## src/rtl/debug_clkgen_if.sv

```systemverilog
// Run-control and divided-clock bundle for debug_clkgen.
// The master drives run request and divisor; the slave returns the clock, strobes and edge count.
interface debug_clkgen_if #(
    parameter int DIV_W = 9
);
    logic             en;
    logic [DIV_W-1:0] div;
    logic             clkout;
    logic             rise;
    logic             fall;
    logic             active;
    logic [31:0]      edge_cnt;

    modport master (
        output en,
        output div,
        input  clkout,
        input  rise,
        input  fall,
        input  active,
        input  edge_cnt
    );

    modport slave (
        input  en,
        input  div,
        output clkout,
        output rise,
        output fall,
        output active,
        output edge_cnt
    );
endinterface

```

## src/rtl/debug_clkgen.sv

```systemverilog
// Integer divider (P = DIV+2) with start/stop gating and registered RISE/FALL strobes.
// Optional rising-edge counter is built only when DEBUG_CLKGEN_CNT_EN is defined.
module debug_clkgen #(
    parameter int DIV_W   = 9,
    parameter int DIV_RST = 2
) (
    input  logic              clkin_i,
    input  logic              reset_i,
    debug_clkgen_if.slave     bus
);
    localparam int                CW         = DIV_W + 1;
    localparam logic [DIV_W-1:0]  DIV_RST_C  = DIV_W'(DIV_RST);
    localparam logic [CW-1:0]     CTR_ONE    = CW'(1);
    localparam logic [CW-1:0]     CTR_TWO    = CW'(2);

    typedef enum logic {
        ST_IDLE = 1'b0,
        ST_RUN  = 1'b1
    } state_t;

    state_t           state_q, state_d;
    logic [CW-1:0]    ctr_q, ctr_d;
    logic [DIV_W-1:0] div_q, div_d;
    logic             clkout_q, clkout_d;
    logic             rise_q, rise_d;
    logic             fall_q, fall_d;

    // Widened by one bit so the largest period (2^DIV_W+1) never overflows.
    logic [CW-1:0] period;
    logic [CW-1:0] half;

    assign period = {1'b0, div_q} + CTR_TWO;
    assign half   = period >> 1;

    always_comb begin
        state_d  = state_q;
        ctr_d    = ctr_q;
        div_d    = div_q;
        clkout_d = clkout_q;
        rise_d   = 1'b0;
        fall_d   = 1'b0;

        case (state_q)
            ST_IDLE: begin
                ctr_d    = '0;
                clkout_d = 1'b0;
                if (bus.en) begin
                    state_d  = ST_RUN;
                    div_d    = bus.div;
                    clkout_d = 1'b1;
                    rise_d   = 1'b1;
                end
            end

            ST_RUN: begin
                ctr_d = ctr_q + CTR_ONE;
                if (ctr_q == half - CTR_ONE) begin
                    clkout_d = 1'b0;
                    fall_d   = 1'b1;
                end
                // Divisor and run request are only honoured at the period boundary.
                if (ctr_q == period - CTR_ONE) begin
                    ctr_d = '0;
                    if (bus.en) begin
                        div_d    = bus.div;
                        clkout_d = 1'b1;
                        rise_d   = 1'b1;
                    end else begin
                        state_d  = ST_IDLE;
                        clkout_d = 1'b0;
                    end
                end
            end

            default: begin
                state_d  = ST_IDLE;
                ctr_d    = '0;
                clkout_d = 1'b0;
            end
        endcase
    end

    always_ff @(posedge clkin_i) begin
        if (reset_i) begin
            state_q  <= ST_IDLE;
            ctr_q    <= '0;
            div_q    <= DIV_RST_C;
            clkout_q <= 1'b0;
            rise_q   <= 1'b0;
            fall_q   <= 1'b0;
        end else begin
            state_q  <= state_d;
            ctr_q    <= ctr_d;
            div_q    <= div_d;
            clkout_q <= clkout_d;
            rise_q   <= rise_d;
            fall_q   <= fall_d;
        end
    end

    assign bus.clkout = clkout_q;
    assign bus.rise   = rise_q;
    assign bus.fall   = fall_q;
    assign bus.active = (state_q == ST_RUN);

`ifdef DEBUG_CLKGEN_CNT_EN
    logic [31:0] edge_cnt_q, edge_cnt_d;

    // Counts alongside the RISE strobe so EDGE_CNT already includes the edge being flagged.
    always_comb begin
        edge_cnt_d = edge_cnt_q;
        if (rise_d && (edge_cnt_q != 32'hFFFF_FFFF)) begin
            edge_cnt_d = edge_cnt_q + 32'd1;
        end
    end

    always_ff @(posedge clkin_i) begin
        if (reset_i) begin
            edge_cnt_q <= '0;
        end else begin
            edge_cnt_q <= edge_cnt_d;
        end
    end

    assign bus.edge_cnt = edge_cnt_q;
`else
    assign bus.edge_cnt = '0;
`endif

endmodule
```

## src/flat_wrapper.sv

```systemverilog
// flat-port wrapper written by rule: the top's interface ports become plain ports
module debug_clkgen_flat 
#(
    parameter int DIV_W   = 9,
    parameter int DIV_RST = 2
)
  (clkin_i, reset_i, bus_en, bus_div, bus_clkout, bus_rise, bus_fall, bus_active, bus_edge_cnt);
  debug_clkgen_if #(.DIV_W(DIV_W)) bus_i ();
  input  logic clkin_i;
  input  logic reset_i;
  input wire logic [$bits(bus_i.en)-1:0] bus_en;
  input wire logic [$bits(bus_i.div)-1:0] bus_div;
  output wire logic [$bits(bus_i.clkout)-1:0] bus_clkout;
  output wire logic [$bits(bus_i.rise)-1:0] bus_rise;
  output wire logic [$bits(bus_i.fall)-1:0] bus_fall;
  output wire logic [$bits(bus_i.active)-1:0] bus_active;
  output wire logic [$bits(bus_i.edge_cnt)-1:0] bus_edge_cnt;
  assign bus_i.en = bus_en;
  assign bus_i.div = bus_div;
  assign bus_clkout = bus_i.clkout;
  assign bus_rise = bus_i.rise;
  assign bus_fall = bus_i.fall;
  assign bus_active = bus_i.active;
  assign bus_edge_cnt = bus_i.edge_cnt;
  debug_clkgen #(.DIV_W(DIV_W), .DIV_RST(DIV_RST)) u_core (.clkin_i(clkin_i), .reset_i(reset_i), .bus(bus_i));
endmodule
```

## config.mk

```make
export PLATFORM = sky130hd
export DESIGN_NAME = debug_clkgen_flat
export DESIGN_NICKNAME = d
export VERILOG_FILES = /design/src/rtl/debug_clkgen_if.sv /design/src/rtl/debug_clkgen.sv /design/src/flat_wrapper.sv
export SDC_FILE = /design/constraint.sdc
export NUM_CORES = 1
export LEC_CHECK = 0
export ABC_AREA = 1
export BUFFER_PORTS_ARGS = -buffer_cell sky130_fd_sc_hd__buf_2
export CORE_ASPECT_RATIO = 2
export CORE_MARGIN = 2
export CORE_UTILIZATION = 59
export DETAILED_ROUTE_END_ITERATION = 7
export PLACE_DENSITY = 0.86
export SLEW_MARGIN = 10
export SYNTH_ARGS = -nofsm -noshare
export SYNTH_HDL_FRONTEND = slang
export SYNTH_SLANG_ARGS = --single-unit
```

## constraint.sdc

```tcl
create_clock -name clkin_i -period 3.2 [get_ports clkin_i]
set_input_delay 0.16 -clock clkin_i [delete_from_list [all_inputs] [get_ports clkin_i]]
set_output_delay 0.16 -clock clkin_i [all_outputs]
set_load 0.05 [all_outputs]
```

# --- Word level (Yosys, flattened, before mapping) ---
# Cells that the tools add are included.
# W data, S select, Z words.
op_classes:
  add_sub_neg: 4
  eq_ne: 4
  muxes: 14
  bitwise_logic: 1
  n_reduce_logical: 1
ops:
  columns: ["operator", "n"]
  rows:
  - ["$eq A10 B10 Y1", 2]
  - ["$pmux W10 S2", 1]
  - ["$mux W9", 2]
  - ["$pmux W9 S2", 1]
  - ["$add A10 B1 Y10 const B", 1]
  - ["$add A9 B2 Y10 const B", 1]
  - ["$mux W10", 1]
  - ["$sub A10 B1 Y10 const B", 1]
  - ["$sub A9 B1 Y10 const B", 1]
  - ["$mux W1", 6]
  - ["$pmux W1 S2", 3]
  - ["$ne A3 B3 Y1 const B", 1]
  - ["$ne A2 B2 Y1 const B", 1]
  - ["$reduce_or A2 Y1", 1]
  - ["$not A1 Y1", 1]
word_totals:
  regBits: 23
  in_bits: 12
  out_inout_bits: 36
  elab_cells: 30

# --- Logic depth before layout (Yosys ltp) ---
depth:
  depth_word: 6
  depth_mapped: 19
  depth_no_buf: 18

# --- Worst setup path before layout ---
# OpenSTA, ideal clock, no wires.
synth_timing:
  path_kind: "flip-flop to flip-flop"
  start: "register u_core.div_q[2]"
  end: "register u_core.div_q[1]"
  setup_time_ns: 0.133
  t_arrival_ns: 1.945
  t_required_ns: 3.067
  path_slack_ns: 1.121
  stages_incl_launch_ff: 17
  path_buffers: 1
  synth_period_minus_slack_ns: 2.079
  path_cell_list: "dfxtp_1 ha_1 inv_1 or2_2 nand3_1 nand2_1 nor2_1 nand2_1 nor2_1 nand3_1 nor2_1 nand2_2 nand2_4 buf_6 nand2_1 nand2_1 nand3_1"
synth_between:
  elab_chain_len: 4
synth_rtl:
  columns: ["item", "line", "text"]
  rows:
  - ["from (decl)", "debug_clkgen.sv:23", "logic [DIV_W-1:0] div_q, div_d;"]
  - ["from (signal assigned)", "debug_clkgen.sv:94", "div_q <= div_d;"]
  - ["$add A9 B2 Y10", "debug_clkgen.sv:32", "assign period = {1'b0, div_q} + CTR_TWO;"]
  - ["$sub A10 B1 Y10", "debug_clkgen.sv:62", "if (ctr_q == period - CTR_ONE) begin"]
  - ["$eq A10 B10 Y1", "debug_clkgen.sv:62", null]
  - ["$ne A2 B2 Y1 (no source line)", null, null]
# No other way between the ends.
# A chain may end at the register's enable or synchronous reset.

# --- Worst setup path after layout ---
layout_timing:
  start: "register u_core.div_q[1]"
  end: "register u_core.clkout_q (netlist: u_core.bus.clkout)"
layout_between:
  elab_chain_len: 5
  elab_cells_between_ends: 8
  cone_classes: "add/sub (3); eq/ne (3); mux (2)"
layout_rtl:
  columns: ["item", "line", "text"]
  rows:
  - ["$add A9 B2 Y10 (*)", "debug_clkgen.sv:32", null]
  - ["$sub A10 B1 Y10", "debug_clkgen.sv:62", null]
  - ["$eq A10 B10 Y1", "debug_clkgen.sv:62", null]
  - ["$mux W1", "debug_clkgen.sv:62", null]
  - ["$pmux W1 S2", "debug_clkgen.sv:43", "case (state_q)"]
  - ["to (signal assigned)", "debug_clkgen.sv:95", "clkout_q <= clkout_d;"]
  - ["to (decl)", "debug_clkgen.sv:24", "logic clkout_q, clkout_d;"]
# Every way passes the cells marked *; elsewhere a longest branch is shown, timed or not.

==> flow_summary.toml <==
[outcome]
status = "finished, final reports clean"

[grt]
grt_usage_pct = 26.6
grt_max_degree = 20
grt_pass1_wl_mm = 8.05
gr-usage-met2_pct = 46.6
grt_pass1_vias = 1848
grt_util_met3_pct = 1.84
grt_use_met1_pct = 27.9
antenna_found_initial = 0
grt_overflow = 0
grt-busiest-layer = "met2"

[routing]
initialDrtViolationCount = 78
first_pass_iters = 4
post_drt_wl_per_cell_um = 11.6
remaining_drc_errors = 0
routed_wirelength_mm = 4.85
vias = 2104
vias_per_cell = 5.01
ant_nets = 0

[timing]
rsz0062_at_grt = "false"
hold_viol_final = 0
fmax_ghz = 0.370
finalCriticalPeriod_ns = 2.70
fin_setup_tns_ns = 0
fin_crit_sh_pct = 84.5
fin_skew_ns = 0.00278
drv_slew = 0
finalSetupViolations = 0

[setup_path]
crit_required_ns = 3.38
start_kind = "register"
worstPathCellList = "ha_1 -> inv_1 -> nand2_1 -> nor2_2 -> nand2_1 -> nand3_1 -> nand2_1 -> nor2_1 -> nand3_1 -> nor2_1 -> nand2_2 -> nand3_1 -> nand2_1 -> nand2_1 -> inv_1"
cpLargestDelayFamily = "simple AND/OR/NAND/NOR gates"
slowest_delay_ns = 0.55
cp_data_arrival_time_ns = 2.88
crit_fanout = 11
critPathMostFrequentCell = "nand2_1"
path_class = "reg2reg"
critPathCaptureType = "register"
crit_slowest_cell = "dfxtp_1"
path_buf_inv = 2

[clock_tree]
postCtsHoldBufs = 0
clock-root-buffer = "clkbuf_8"
cts_setup_buffers = 0
clk_latency_ns = 0.27
cts_resized = 0
cts_buffer_depth = 2
cts-buffers-inserted = 3
cts_tree = "yes"
clk_pin_slew_ns = 0.08
htree_levels = 1
cts.sinks = 23

[synthesis]
ys_types = 26
synthTopCellsByArea = "dfxtp_1 (22%), nand2_1 (20%), buf_4 (11%), nand3_1 (9.4%), inv_1 (8.8%)"
ys_seq_area_share_pct = 21.7
yosysWarnings = 0
avgSynthCellArea_um2 = 5.89
syn-instance-count = 361
yosys.area.top_type = "dfxtp_1"
ys_seq_elements = 23
yosysTopAreaCellShare_pct = 21.7
synthesis.area_um2 = 2120

[cells_and_area]
num_antenna_cells = 0
final_cell_mix = "nand2_1 (112), inv_1 (50), nand3_1 (40)"
area_growth_pct = 0.294
utilization_pct = 62.4
layout.nets = 389
layout-drive-gt1-share_pct = 8.87
final_common_cell = "nand2_1"

[power]
ir_drop_mv = 0.359
power_density_nw_per_um2 = 384
power.leakage_uw = 0.00116

[floorplan]
die-area_um2 = 4130
die_h_um = 88.9
core_area_um2 = 3420
rows = 30
die_w_um = 46.4
start_util_pct = 62.2
pin_count = 48

[placed_design]
port-buffer-count = 15
gp_congestion = 0.946
dp_hpwl_mm = 4.04

[run]
max-cap-violations = 0

[hold_path]
min_path_type = "in2reg"
==> routing by layer <==
metal | routed length (um) | vias to the layer above | part of all wire, %
met5 | 0 | - | 0
met4 | 323 | 0 | 6.7
met3 | 210 | 21 | 4.3
met2 | 2570 | 87 | 53
met1 | 1750 | 917 | 36
li1 | - | 1079 | -
==> logic make-up (layout without fill, tap and decap cells) <==
logic type / after synthesis / in the layout / synth area share [%]
other: 1 / 32 / 0.177
buffers and inverters: 89 / 69 / 22.6
AO/OA/AOI/OAI: 16 / 16 / 4.01
AND/OR/NAND/NOR: 220 / 220 / 45.3
adder cells (fa/ha/maj): 4 / 4 / 2.36
XOR/XNOR: 8 / 8 / 3.95
flip-flops: 23 / 23 / 21.7
==> layout make-up <==
type / instances / area, um2
clock buffer: 3 / 41.3
clock inverter: 1 / 5.00
fill: 342 / 1280
inverter: 50 / 188
multi-input combinational: 280 / 1300
sequential: 23 / 460
tap: 48 / 60.1
timing repair buffer: 15 / 75.1
==> worst reg2reg max path: cells and delay by family, from the launching register on <==
family	cells	cell delay [ns]
AND/OR/NAND/NOR	12	1.56
flip-flops	1	0.55
buffers and inverters	2	0.18
adder cells (fa/ha/maj)	1	0.31
==> metrics by stage <==
| step | power, uW | worst slack [ns] | hold WS [ns] | instances | instance area, um2 |
|---|---|---|---|---|---|
| detailed placement | 639 | 0.542 | 0.411 | 416 | 2080 |
| floorplan | 627 | 1.12 | 0.314 | 392 | 2240 |
| CTS | 814 | 0.527 | 0.138 | 420 | 2130 |
| global placement | 633 | 0.639 | 0.406 | 416 | 2080 |
| global route | 873 | 0.278 | 0.132 | 420 | 2130 |
| finish | 818 | 0.496 | 0.127 | 420 | 2130 |
==> report_power, final <==
part	switching (uW)	internal [uW]
Clock	94.6	87.1
Sequential	20.5	301
Combinational	237	78.2
==> registers in the layout, indices dropped and copies added, names as in the netlist <==
register and cells:
u_core.bus.clkout 1, u_core.bus.fall 1, u_core.div_q 9, u_core.ctr_q 10, u_core.bus.rise 1, u_core.bus.active 1
==> synthesized netlist by cell type <==
master	instances
nor3b_2	1
buf_2	2
nand2_1	112
nor2_2	4
nor4_1	2
o21ai_0	2
clkbuf_1	2
buf_4	32
nand2_4	1
nor3_1	6
inv_1	50
conb_1	1
nand3_1	40
nand2_2	6
xnor3_1	1
o21bai_1	1
xor2_1	7
ha_1	4
or2_2	1
dfxtp_1	23
o21a_1	1
a21oi_1	12
nor2_4	1
buf_6	3
nor2_1	37
nand4_1	9
==> worst paths after layout <==
kind              startpoint           endpoint  slack (ns)  cells past startpoint
max          u_core.div_q[1]  u_core.bus.clkout        0.50                     15
max reg2reg  u_core.div_q[1]  u_core.bus.clkout        0.50                     15
min               bus_div[1]    u_core.div_q[1]        0.13                      3
min reg2reg  u_core.ctr_q[0]    u_core.ctr_q[0]        0.53                      1
Note: power is estimated with default switching activity, not from simulation.
